**src/rtl/hazard_sequencer.sv**
```systemverilog
// Pipeline hazard control for the 5-stage core: stage-register stall/flush,
// EX operand forwarding, data-memory wait sequencing and performance counters.
module hazard_sequencer #(
    parameter int COUNT_W     = 16,
    parameter int MEM_TIMEOUT = 64
) (
    input  logic               clk,
    input  logic               rst,
    input  logic [4:0]         Rs1D,
    input  logic [4:0]         Rs2D,
    input  logic [4:0]         Rs1E,
    input  logic [4:0]         Rs2E,
    input  logic [4:0]         RdE,
    input  logic [1:0]         ResultSrcE,
    input  logic               RegWriteE,
    input  logic               PCSrcE,
    input  logic [4:0]         RdM,
    input  logic [4:0]         RdW,
    input  logic               RegWriteM,
    input  logic               RegWriteW,
    input  logic               MemReqM,
    input  logic               MemReadyM,
    output logic               StallF,
    output logic               StallD,
    output logic               StallE,
    output logic               StallM,
    output logic               FlushD,
    output logic               FlushE,
    output logic               FlushW,
    output logic [1:0]         ForwardAE,
    output logic [1:0]         ForwardBE,
    output logic               mem_wait,
    output logic               mem_fault,
    output logic [COUNT_W-1:0] stall_count,
    output logic [COUNT_W-1:0] flush_count
);

    localparam logic [0:0] RUN  = 1'b0;
    localparam logic [0:0] WAIT = 1'b1;

    localparam int WAIT_W = $clog2(MEM_TIMEOUT + 1);
    localparam logic [WAIT_W-1:0]  WAIT_LAST = WAIT_W'(MEM_TIMEOUT - 1);
    localparam logic [WAIT_W-1:0]  WAIT_SAT  = WAIT_W'(MEM_TIMEOUT);
    localparam logic [COUNT_W-1:0] CNT_MAX   = '1;

    logic [0:0]        state;
    logic [0:0]        state_nxt;
    logic [WAIT_W-1:0] wait_cnt;
    logic              lw_stall;
    logic              mem_stall;
    logic              flush_event;

    assign lw_stall  = RegWriteE && (ResultSrcE == 2'b01) && (RdE != 5'd0) &&
                       ((RdE == Rs1D) || (RdE == Rs2D));
    assign mem_stall = MemReqM && !MemReadyM;
    assign flush_event = PCSrcE && !mem_stall;
    assign mem_wait  = (state == WAIT);

    // M is the younger producer, so it wins over W when both match.
    function automatic logic [1:0] fwd_sel(input logic [4:0] rs);
        if (RegWriteM && (RdM != 5'd0) && (RdM == rs))
            return 2'b10;
        else if (RegWriteW && (RdW != 5'd0) && (RdW == rs))
            return 2'b01;
        else
            return 2'b00;
    endfunction

    always_comb begin
        ForwardAE = 2'b00;
        ForwardBE = 2'b00;
        if (!rst) begin
            ForwardAE = fwd_sel(Rs1E);
            ForwardBE = fwd_sel(Rs2E);
        end
    end

    // NOTE: every output gets a default first so no path through the
    // priority chain leaves one unassigned, which would infer a latch.
    always_comb begin
        StallF = 1'b0;
        StallD = 1'b0;
        StallE = 1'b0;
        StallM = 1'b0;
        FlushD = 1'b0;
        FlushE = 1'b0;
        FlushW = 1'b0;
        if (rst) begin
            FlushD = 1'b1;
            FlushE = 1'b1;
            FlushW = 1'b1;
        end else if (mem_stall) begin
            StallF = 1'b1;
            StallD = 1'b1;
            StallE = 1'b1;
            StallM = 1'b1;
            FlushW = 1'b1;
        end else if (PCSrcE) begin
            FlushD = 1'b1;
            FlushE = 1'b1;
        end else if (lw_stall) begin
            StallF = 1'b1;
            StallD = 1'b1;
            FlushE = 1'b1;
        end
    end

    always_comb begin
        state_nxt = state;
        case (state)
            RUN:     if (mem_stall) state_nxt = WAIT;
            WAIT:    if (MemReadyM) state_nxt = RUN;
            default: state_nxt = RUN;
        endcase
    end

    // NOTE: sequential state uses non-blocking assignments so every register
    // samples the pre-edge values, independent of block ordering.
    always_ff @(posedge clk or posedge rst) begin
        if (rst)
            state <= RUN;
        else
            state <= state_nxt;
    end

    // Wait counter is held at zero in RUN, so it starts clean on every entry
    // to WAIT; the fault is sticky and does not end the wait.
    always_ff @(posedge clk or posedge rst) begin
        if (rst) begin
            wait_cnt  <= '0;
            mem_fault <= 1'b0;
        end else if (state == RUN) begin
            wait_cnt <= '0;
        end else begin
            if (wait_cnt != WAIT_SAT)
                wait_cnt <= wait_cnt + WAIT_W'(1);
            if (wait_cnt == WAIT_LAST)
                mem_fault <= 1'b1;
        end
    end

    always_ff @(posedge clk or posedge rst) begin
        if (rst) begin
            stall_count <= '0;
            flush_count <= '0;
        end else begin
            if (StallF && (stall_count != CNT_MAX))
                stall_count <= stall_count + COUNT_W'(1);
            if (flush_event && (flush_count != CNT_MAX))
                flush_count <= flush_count + COUNT_W'(1);
        end
    end

endmodule

```
**config.mk**
```make
export PLATFORM = sky130hd
export DESIGN_NAME = hazard_sequencer
export DESIGN_NICKNAME = d
export VERILOG_FILES = /design/src/rtl/hazard_sequencer.sv
export SDC_FILE = /design/constraint.sdc
export NUM_CORES = 1
export LEC_CHECK = 0
export CELL_PAD_IN_SITES_DETAIL_PLACEMENT = 2
export CELL_PAD_IN_SITES_GLOBAL_PLACEMENT = 2
export CORE_ASPECT_RATIO = 0.9
export CORE_MARGIN = 2
export CORE_UTILIZATION = 29
export DETAILED_ROUTE_END_ITERATION = 6
export GPL_ROUTABILITY_DRIVEN = 0
export PLACE_DENSITY = 0.95
export SLEW_MARGIN = 20
export SYNTH_ARGS = -nofsm -noshare
export SYNTH_HDL_FRONTEND = slang
export SYNTH_SLANG_ARGS = --single-unit
```
**constraint.sdc**
```tcl
create_clock -name clk -period 4.34 [get_ports clk]
set_clock_uncertainty 0.15 [all_clocks]
set_input_delay 0.651 -clock clk [delete_from_list [all_inputs] [get_ports clk]]
set_output_delay 0.651 -clock clk [all_outputs]
set_load 0.005 [all_outputs]
```
==> run_results.csv, run 1 <==
group,metric,value,unit
run_status,outcome,"finished, final reports clean",
logic_synthesis,synth_ff_type,"dfrtp_1",
global_route,overflow,0,
global_route,antenna_found_initial,0,
floorplanning,io_pins,90,
clock_network,cts_buffers,5,
placed_design,portBuffers,89,
clock_network,h-tree-depth,2,
floorplanning,die_w,101.0,um
worst_hold_path,min_path_type,"reg -> reg",
drt,drt_iter0_drc,20,
logic_synthesis,yosysSeqAreaShare,41.77,%
critical_path,r2r_start,"stall_count[0]",
power,power.density,324.2,nW/um^2
drt,drtPass1Iterations,4,
logic_synthesis,yosysTopAreaCellShare,41.77,%
drt,wirelength,7.861,mm
critical_path,crit_end,"ForwardBE[0]",
finish,fin_nets,382,
drt,dr_total_vias,2165,
sta,setup_viol,0,
clock_network,cts_resized,0,
logic_synthesis,synth_top_cell_by_area,"dfrtp_1",
global_route,first_global_vias,2557,
clock_network,cts_setup_buffers,0,
drt,drt-met1-wl,3.019,mm
clock_network,cts_sinks,41,
global_route,grt_max_degree,44,
drt,top_layer_used,"met4",
sta,post-route-period-util,92.76,%
finish,layout-drive-gt1-share,6.006,%
clock_network,clockBufferDepth,2,
drt,drc,0,
logic_synthesis,synth_seq_cells,41,
clock_network,root_buffer,"clkbuf_8",
logic_synthesis,postSynthAreaPerCell,10.28,sq um
sta,drv_slew,0,
floorplanning,rows,31,
sta,timing.slew.headroom,52.61,%
critical_path,arrival,3.22,ns
job,drv_cap,0,
sta,fin_setup_tns,0,ns
finish,synthToLayoutAreaGrowth,44.22,%
drt,met2WireLength,4.271,mm
logic_synthesis,syn_inst,239,
floorplanning,initial_core_util,30.15,%
critical_path,end_kind,"primary output",
critical_path,reg2reg_to,"stall_count[1]",
critical_path,crit_start,"RdM[1]",
drt,dr_wl_met3,468,um
finish,antennaDiodeCount,0,
critical_path,worstPathMaxFanout,4,
floorplanning,dieArea,9222,sq um
critical_path,setup.worst_path.class,"in -> out",
logic_synthesis,netlist_area,2456,sq um
critical_path,reg2reg_setup_slack,1.83,ns
clock_network,cts_tree,"built",
sta,worst_pin_slew,0.7108,ns
sta,hold_violations,0,
critical_path,cp.required,3.54,ns
drt,detail-route-antenna-nets,0,
finish,seqCellArea,1026,sq um
clock_network,clk_pin_slew,0.08,ns
logic_synthesis,synth_area_leaders,"dfrtp_1 42%, xnor2_1 13%, xor2_1 10%",
power,power.leakage,1.454,nW
clock_network,clk_latency,0.29,ns
finish,final_area,3542,sq um
sta,timing.fmax,248.4,MHz
global_route,grt_usage,18.16,%
drt,route.detailed.wl_per_inst,18.20,um
placed_design,postPlaceCellArea,3452,sq um
clock_network,ctsHoldBuffers,0,
sta,min_period,4.026,ns
critical_path,worstRegToRegCells,6,
critical_path,worstSetupStartpointType,"primary input",
floorplanning,die_height,91.31,um
floorplanning,coreArea,8145,sq um
logic_synthesis,synth_edf_count,0,
finish,multi_input_area,1370,sq um
logic_synthesis,async_flop_share,100.0,%
sta,rsz0062_at_grt,"false",
logic_synthesis,syn_nets,288,
logic_synthesis,ys_types,40,
drt,via_per_inst,5.012,
finish,num-fill-cells,878,
power,max-vdd-ir-drop,0.0002076,V
global_route,grt_first_pass_wirelength,13.08,mm
placed_design,post-dp-hpwl,6.595,mm
logic_synthesis,yosysWarningCount,0,
cell usage after synthesis, types with 5 or more instances:
library cell,n
nand2_1,17
xnor2_1,36
nor3_1,7
inv_1,9
nor2_1,13
and3_1,5
and4_1,5
xor2_1,29
and2_1,5
nand3_1,19
dfrtp_1,41
nor4_1,7
registers in the layout, summed over array words and instances, names as in the netlist:
name / cells
stall_count: 16
flush_count: 16
wait_cnt: 7
mem_wait: 1
mem_fault: 1
where the power goes:
group / switching (mW) / internal (mW) / total, mW / leakage, nW
sequential: 0.0933 / 0.439 / 0.533 / 0.536
clock: 0.140 / 0.126 / 0.266 / 0.0433
combinational: 0.141 / 0.209 / 0.350 / 0.874
total: 0.374 / 0.774 / 1.15 / 1.45
cell type report:
class	instances	share of cell area (%)
well taps	99	3.497
multi-input cells	186	38.68
clock buffers	6	2.331
repair buffers	90	25.36
clock inverters	1	0.2119
flip-flops and latches	41	28.96
inverters	9	0.9537
placed cells by master (no fill, tap or decap), types with 2 or more instances in the layout:
master,Yosys,final
a21boi_0,2,2
a21oi_1,3,3
a31o_2,2,2
and2_1,5,5
and3_1,5,5
and4_1,5,5
clkbuf_8,0,6
clkdlybuf4s50_1,0,89
dfrtp_1,41,41
ha_1,4,4
inv_1,9,8
mux2_2,2,2
nand2_1,17,17
nand3_1,19,19
nand4_1,3,3
nor2_1,13,13
nor3_1,7,7
nor4_1,7,7
nor4_2,2,2
o21ai_0,2,2
or3_1,3,3
or4_1,4,4
xnor2_1,36,36
xor2_1,29,29
critical path, cell delays in order:
cell             delay (ns)
clkdlybuf4s50_1        0.47
or4_1                  0.55
o21ai_0                0.44
nor3_1                 0.16
nor4_1                 0.38
clkdlybuf4s50_1        0.57
logic make-up after synthesis:
logic type | share of synthesized area (%)
compound gates | 6.012
xor+xnor | 23.18
fa+ha+maj | 2.038
buf+inv | 2.445
flops | 41.77
mux | 0.9169
simple gates | 23.64
layer usage:
layer	track usage [%]	up-vias
li1	-	1019
met1	19.77	1077
met2	34.39	63
met3	5.081	6
met4	4.054	0
met5	0	-
worst min-delay path by stage:
stage               startpoint   endpoint  depth (start not counted)
floorplan            mem_fault  mem_fault                          1
global placement     mem_fault  mem_fault                          1
detailed placement   mem_fault  mem_fault                          1
CTS                  mem_fault  mem_fault                          1
global route         mem_fault  mem_fault                          1
finish               mem_fault  mem_fault                          1
per-stage QoR:
step / setup WS (ns) / hold WS [ns] / utilization, % / total power [mW] / cells
after floorplan: 1.018 / 0.3163 / - / 0.6594 / 239
after global placement: 0.5216 / 0.3033 / 42.38 / 0.8704 / 425
after detailed placement: 0.3277 / 0.3041 / 42.38 / 0.8957 / 425
after CTS: 0.3059 / 0.3236 / 43.49 / 1.167 / 432
after global routing: 0.1988 / 0.3314 / 43.49 / 1.223 / 432
final: 0.3141 / 0.3171 / 43.49 / 1.148 / 432
No activity file was read; power rests on OpenSTA's default activity.
==> inputs of run 2 (changes only) <==
Settings changed: GPL_TIMING_DRIVEN from default to 1.
==> results of run 2 <==
Same layout as run 1: the final DEF is identical, and so are final timing and power.
==> inputs of run 3 (changes only) <==
Settings changed: TNS_END_PERCENT from default to 20.
==> results of run 3 <==
Same layout as run 1: the final DEF is identical, and so are final timing and power.
